===== src/rtl/pipeline_hazard_ctrl.sv =====
// Hazard/sequencing controller for the 5-stage RISC-V pipeline: forwarding, load-use stalls,
// branch flushes and memory-wait freeze with timeout. Optional perf counters: HAZARD_PERF_EN.
module pipeline_hazard_ctrl #(
  parameter int unsigned MAX_WAIT = 16
) (
  input  logic        clk,
  input  logic        sclr,
  input  logic [4:0]  Rs1D,
  input  logic [4:0]  Rs2D,
  input  logic [4:0]  Rs1E,
  input  logic [4:0]  Rs2E,
  input  logic [4:0]  RdE,
  input  logic [4:0]  RdM,
  input  logic [4:0]  RdW,
  input  logic [1:0]  ResultSrcE,
  input  logic        RegWriteM,
  input  logic        RegWriteW,
  input  logic        PCSrcE,
  input  logic        MemReqM,
  input  logic        MemReadyM,
  output logic        StallF,
  output logic        StallD,
  output logic        StallE,
  output logic        StallM,
  output logic        StallW,
  output logic        FlushD,
  output logic        FlushE,
  output logic [1:0]  ForwardAE,
  output logic [1:0]  ForwardBE,
  output logic        mem_timeout,
  output logic        busy
`ifdef HAZARD_PERF_EN
  ,
  output logic [31:0] perf_stall_cycles,
  output logic [31:0] perf_flush_count,
  output logic [31:0] perf_fwd_count
`endif
);

  typedef enum logic [1:0] {
    RUN      = 2'b00,
    MEM_WAIT = 2'b01,
    TIMEOUT  = 2'b10
  } state_t;

  localparam logic [7:0] MaxWaitCnt = 8'(MAX_WAIT);

  state_t     state, stateNext;
  logic [7:0] waitCnt, waitCntNext;
  logic       memTimeoutNext;
  logic       frozen;
  logic       lwStall;
  logic [1:0] fwdA, fwdB;

  // Source-operand forwarding; the M stage holds the younger value so it wins over W.
  always_comb begin
    fwdA = 2'b00;
    if (RegWriteM && (RdM != 5'd0) && (RdM == Rs1E))      fwdA = 2'b10;
    else if (RegWriteW && (RdW != 5'd0) && (RdW == Rs1E)) fwdA = 2'b01;
    fwdB = 2'b00;
    if (RegWriteM && (RdM != 5'd0) && (RdM == Rs2E))      fwdB = 2'b10;
    else if (RegWriteW && (RdW != 5'd0) && (RdW == Rs2E)) fwdB = 2'b01;
  end

  assign lwStall = (ResultSrcE == 2'b01) && (RdE != 5'd0) &&
                   ((RdE == Rs1D) || (RdE == Rs2D));

  assign frozen = ((state == RUN) && MemReqM && !MemReadyM) ||
                  ((state == MEM_WAIT) && !MemReadyM) ||
                  (state == TIMEOUT);

  always_ff @(posedge clk) begin
    if (sclr) begin
      state       <= RUN;
      waitCnt     <= '0;
      mem_timeout <= 1'b0;
    end else begin
      state       <= stateNext;
      waitCnt     <= waitCntNext;
      mem_timeout <= memTimeoutNext;
    end
  end

  always_comb begin
    stateNext      = state;
    waitCntNext    = waitCnt;
    memTimeoutNext = mem_timeout;
    unique case (state)
      RUN: begin
        if (MemReqM && !MemReadyM) begin
          stateNext   = MEM_WAIT;
          waitCntNext = 8'd1;
        end
      end
      MEM_WAIT: begin
        if (MemReadyM) begin
          stateNext   = RUN;
          waitCntNext = '0;
        end else if (waitCnt == MaxWaitCnt) begin
          stateNext      = TIMEOUT;
          memTimeoutNext = 1'b1;
        end else begin
          waitCntNext = waitCnt + 8'd1;
        end
      end
      TIMEOUT: ;
      default: stateNext = RUN;
    endcase
  end

  always_comb begin
    StallF    = 1'b0;
    StallD    = 1'b0;
    StallE    = 1'b0;
    StallM    = 1'b0;
    StallW    = 1'b0;
    FlushD    = 1'b0;
    FlushE    = 1'b0;
    ForwardAE = fwdA;
    ForwardBE = fwdB;
    if (sclr) begin
      FlushD    = 1'b1;
      FlushE    = 1'b1;
      ForwardAE = 2'b00;
      ForwardBE = 2'b00;
    end else if (frozen) begin
      StallF = 1'b1;
      StallD = 1'b1;
      StallE = 1'b1;
      StallM = 1'b1;
      StallW = 1'b1;
    end else begin
      StallF = lwStall;
      StallD = lwStall;
      FlushD = PCSrcE;
      FlushE = lwStall | PCSrcE;
    end
  end

  assign busy = (state != RUN);

`ifdef HAZARD_PERF_EN
  always_ff @(posedge clk) begin
    if (sclr) begin
      perf_stall_cycles <= '0;
      perf_flush_count  <= '0;
      perf_fwd_count    <= '0;
    end else begin
      if (StallF)                                      perf_stall_cycles <= perf_stall_cycles + 32'd1;
      if (PCSrcE && !frozen)                           perf_flush_count  <= perf_flush_count + 32'd1;
      if ((ForwardAE != 2'b00) || (ForwardBE != 2'b00)) perf_fwd_count   <= perf_fwd_count + 32'd1;
    end
  end
`endif

endmodule


===== config.mk =====
export PLATFORM = sky130hd
export DESIGN_NAME = pipeline_hazard_ctrl
export DESIGN_NICKNAME = d
export VERILOG_FILES = /design/src/rtl/pipeline_hazard_ctrl.sv
export SDC_FILE = /design/constraint.sdc
export NUM_CORES = 1
export LEC_CHECK = 0
export ABC_CLOCK_PERIOD_IN_PS = 2100
export CORE_MARGIN = 4
export CORE_UTILIZATION = 40
export DETAILED_ROUTE_END_ITERATION = 6
export PLACE_DENSITY_LB_ADDON = 0.15
export SETUP_SLACK_MARGIN = 0.15
export SYNTH_ARGS = -nofsm -noshare
export SYNTH_HDL_FRONTEND = slang
export SYNTH_SLANG_ARGS = --single-unit

===== constraint.sdc =====
create_clock -name clk -period 2.1 [get_ports clk]
set_input_delay 0.21 -clock clk [delete_from_list [all_inputs] [get_ports clk]]
set_output_delay 0.21 -clock clk [all_outputs]
set_load 0.01 [all_outputs]

# After elaboration in Yosys (flattened, before gate mapping)

Index checks and enable logic that the tools add are counted.

Logic and storage cells: 67
Flip-flop bits (word level): 11
Input port bits: 44
Output and inout port bits: 13

Mux-type cells: 22
Bitwise gates (word level): 3
Equal/unequal tests: 13
Reduce and logical (&&, ||, !) cells: 25
Add/sub/neg operators: 1

Operators by type and width:

| cell                                                                  | number |
|---|---|
| 5-bit equality test                                                   | 6 |
| 8-bit 2-to-1 mux                                                      | 3 |
| 8-bit case mux with 2 select lines                                    | 1 |
| 5-bit nonzero test                                                    | 3 |
| 2-bit 2-to-1 mux                                                      | 7 |
| 1-bit logical AND                                                     | 12 |
| 1-bit 2-to-1 mux                                                      | 10 |
| 3-bit AND reduction                                                   | 3 |
| 8-bit by 1-bit adder with 8-bit output, second input constant         | 1 |
| 8-bit by 5-bit equality test with 1-bit output, second input constant | 1 |
| 2-bit case mux with 3 select lines                                    | 1 |
| 2-bit by 1-bit equality test with 1-bit output, second input constant | 2 |
| 2-bit nonzero test                                                    | 2 |
| 1-bit logical OR                                                      | 3 |
| 3-bit by 2-bit != test with 1-bit output, second input constant       | 1 |
| 3-bit != test, second input constant                                  | 1 |
| 2-bit equality test, second input constant                            | 1 |
| 2-bit zero test                                                       | 1 |
| 2-bit by 1-bit != test with 1-bit output, second input constant       | 1 |
| 1-bit NOT                                                             | 2 |
| 1-bit zero test                                                       | 1 |
| 1-bit OR                                                              | 1 |

# Longest topological paths before layout

Depth in word-level cells: 7
Gate-level depth with buffers: 6

# Least setup slack after synthesis

Ideal clock, no wire load.

Kind: input-to-output
From: input RdM[1]
To: output ForwardAE[0]
Path slack: 0.532 ns
Arrival time: 1.358 ns
Data required time: 1.890 ns
Stages on the path: 4
Path through: or4_1 o21ai_2 nor3_1 nor4_2

Word-level cells in the longest chain between the ends: 5
Elaborated cells on any way between the ends: 6
Those cells by class: 1 x eq/ne; 2 x mux; 3 x reduce/logical

RTL lines:

| element             | line | source |
|---|---|---|
| from (decl)         | 13   | `input logic [4:0] RdM,` |
| 5-bit nonzero test  | 58   | `if (RegWriteM && (RdM != 5'd0) && (RdM == Rs1E)) fwdA = 2'b10;` |
| 1-bit logical AND   | 58   |  |
| 1-bit logical AND * | 58   |  |
| 2-bit 2-to-1 mux *  | 58   |  |
| 2-bit 2-to-1 mux *  | 121  | `if (sclr) begin` |
| to (decl)           | 28   | `output logic [1:0] ForwardAE,` |

Mark *: on every way between the ends. The rest lies on a longest branch, timed or not.

# Worst setup path in the final report

From: input RdM[2]
To: output ForwardBE[0]

Word-level cells in the longest chain between the ends: 5
Elaborated cells on any way between the ends: 6
Those cells by class: 1 x eq/ne; 2 x mux; 3 x reduce/logical

RTL lines:

| element             | line | source |
|---|---|---|
| 5-bit nonzero test  | 61   | `if (RegWriteM && (RdM != 5'd0) && (RdM == Rs2E)) fwdB = 2'b10;` |
| 1-bit logical AND   | 61   |  |
| 1-bit logical AND * | 61   |  |
| 2-bit 2-to-1 mux *  | 61   |  |
| 2-bit 2-to-1 mux *  | 121  |  |
| to (decl)           | 29   | `output logic [1:0] ForwardBE,` |

Marks and branches as above.

==> results.toml <==
[sta]
fin_skew_ps = 2.980
drv_slew = 0
fin_hold_ws_ps = 380.8
hold_violations = 0
slew_headroom = 0.7012
finalCritPeriodShare = 0.8988
tightest_slew_ps = 442.1
rsz0062_at_grt = "true"
fin_setup_tns_ps = 0
fin_ws_ps = 212.5
post-route-min-period_ps = 1888
max_clock_freq_mhz = 529.8
setup_viol = 0

[layout]
fin_area_sq_um = 1883
nets = 259
drive_gt1_frac = 0.2358
utilization = 0.7399
layout_common_cells = "clkdlybuf4s50_1, buf_4, xor2_1"
diodes = 0
synthToLayoutAreaGrowth_pct = 71.02
fillers = 205
final_common_cell = "clkdlybuf4s50_1"

[critical_path]
critPathCaptureType = "primary output"
cp_num_cells = 7
startpoint_type = "input port"
cp.required_ps = 1890
rr_endpoint = "waitCnt[0]"
cp.arrival_ps = 1680
startpoint = "RdM[2]"
path_delay_family = "simple AND/OR/NAND/NOR gates"
cp_max_fo = 3
cp_cell_sequence = "dlygate4sd2_1, or4_4, o21ai_2, buf_4, nor3_1, nor3_1, buf_2"
r2r_cells = 6
reg2reg_slack_ps = 430
crit_path_max_incr_delay_ps = 530
worstSetupPathType = "input port to primary output"
crit_slowest_cell = "or4_4"
crit_path_end = "ForwardBE[0]"
r2r-start = "waitCnt[0]"
cp.buffers_inverters = 3
cp_common_cell = "nor3_1"

[placement]
pre_cts_slack_ps = -374.9
portBuffers = 56
gp_congestion = 0.9230
detailed_place_hpwl_um = 2977
placed_cell_area_sq_um = 1815

[clocking]
h-tree-depth = 1
cts_sinks = 11
numCtsBuffers = 3
cts-root-buf = "clkbuf_4"
clk_latency_ps = 270
cts_tree = "yes"
hold_buffers = 0
cts.path.max_buffers = 2
clk_pin_slew_ps = 80

[drt]
drc = 0
via_per_inst = 5.409
first_iter_violations = 68
route.vias.total = 1309
drtPass1Iterations = 4
ant_nets = 0
routed_wl_um = 3534
wl_per_cell_um = 14.60

[global_routing]
grt_overflow = 0
grt_pass1_vias = 1328
grt_pass1_wl_um = 5616
globalRouteTotalUtil = 0.2024
antenna_found_initial = 0
grt_max_degree = 16

[floorplanning]
dieWidth_um = 60.47
initial_core_util = 0.4326
pin_count = 57
core_area_sq_um = 2545
num_rows = 18
dieHeight_um = 60.47
die-area_sq_um = 3656

[synth]
synth_cells = 135
async_reset_ff_frac = 0
syn_nets = 181
netlist_area_sq_um = 1101
synth_edf_count = 0
ys_ff_latch = 11
ys.flop_type = "dfxtp_1"
synth_cell_types = 41
syn_area_per_cell_sq_um = 8.156
yosysSeqAreaShare = 0.2000
yosysWarnings = 0

[flow_run]
maxCapViolations = 0

[power_and_ir_drop]
leakage_nw = 0.8153
p_per_area_nw_per_um2 = 330.9
vdd_drop_max_mv = 0.3124

[min_path]
hold_path.class = "input port to flop"

[outcome]
status = "completed"
==> final cells by class <==
class	instances	area, sq um	area share
Tap cell	30	37.54	0.01993
Clock buffer	4	26.28	0.01395
Multi-Input combinational cell	113	860.8	0.4571
Inverter	7	26.28	0.01395
Sequential cell	11	222.7	0.1183
Timing Repair Buffer	77	709.4	0.3767
==> cells in the mapped netlist, types with 4 or more instances <==
cell type	instances	area, sq um
nand2_1	7	26.28
a21oi_1	7	35.03
o21ai_0	4	20.02
xor2_1	18	157.7
nor3_1	7	35.03
nor2_1	4	15.01
inv_1	7	26.28
a311oi_1	4	35.03
or4_1	4	30.03
dfxtp_1	11	220.2
xnor2_1	12	105.1
nand3_1	8	40.04
==> cells by family (layout without fill, tap and decap cells) <==
| family | after synthesis | in the layout | share of synthesized area |
|---|---|---|---|
| flops | 11 | 11 | 0.2000 |
| buf+inv | 11 | 88 | 0.04773 |
| compound gates | 29 | 29 | 0.1830 |
| fa+ha+maj | 2 | 2 | 0.02272 |
| simple gates | 52 | 52 | 0.3080 |
| xor+xnor | 30 | 30 | 0.2386 |
==> power breakdown <==
| group | internal [W] | switching [W] | total [W] |
|---|---|---|---|
| clock network | 0.0000735 | 0.0000755 | 0.000149 |
| logic | 0.000151 | 0.000107 | 0.000258 |
| registers | 0.000212 | 0.00000426 | 0.000216 |
| total | 0.000436 | 0.000187 | 0.000623 |
==> timing repair <==
item                                    in CTS  in global routing
pin swaps                                    5                  7
endpoints found under the setup margin      11                  7
gates cloned                                 0                  0
buffers inserted                             0                  2
resized for setup                           37                 20
==> state kept, by name, indices dropped and copies added, names as in the netlist <==
name	count
mem_timeout	1
state	2
waitCnt	8
==> routing by layer <==
metal  vias up  GRT usage  wire, um
met5         -          0         0
met4         0    0.07740        68
met3         8    0.04255       298
met2        64     0.3256      1644
met1       593     0.2659      1523
li1        644          -         -
==> through the flow <==
stage / cells / power (W)
global placement: 236 / 0.0004751
finish: 242 / 0.0006231
CTS: 240 / 0.0006211
global route: 242 / 0.0006645
detailed placement: 236 / 0.0004803
floorplan: 135 / 0.0003167
==> worst min path at each step <==
stage,from,end,slack (ps),depth (start not counted)
2_1_floorplan,sclr,waitCnt[0],380,2
3_3_place_gp,mem_timeout,mem_timeout,440,2
3_5_place_dp,mem_timeout,mem_timeout,450,2
4_1_cts,mem_timeout,mem_timeout,460,2
5_1_grt,sclr,state[0],390,3
6_report,sclr,state[0],380,3
==> worst reg2reg max path: cells and delay by family, from the launching register on <==
kind | cells | cell delay (ps)
AO/OA/AOI/OAI | 1 | 140
adder cells (fa/ha/maj) | 1 | 200
buffers and inverters | 1 | 60
flip-flops | 1 | 400
AND/OR/NAND/NOR | 3 | 760
No activity file was read; power rests on OpenSTA's default activity.
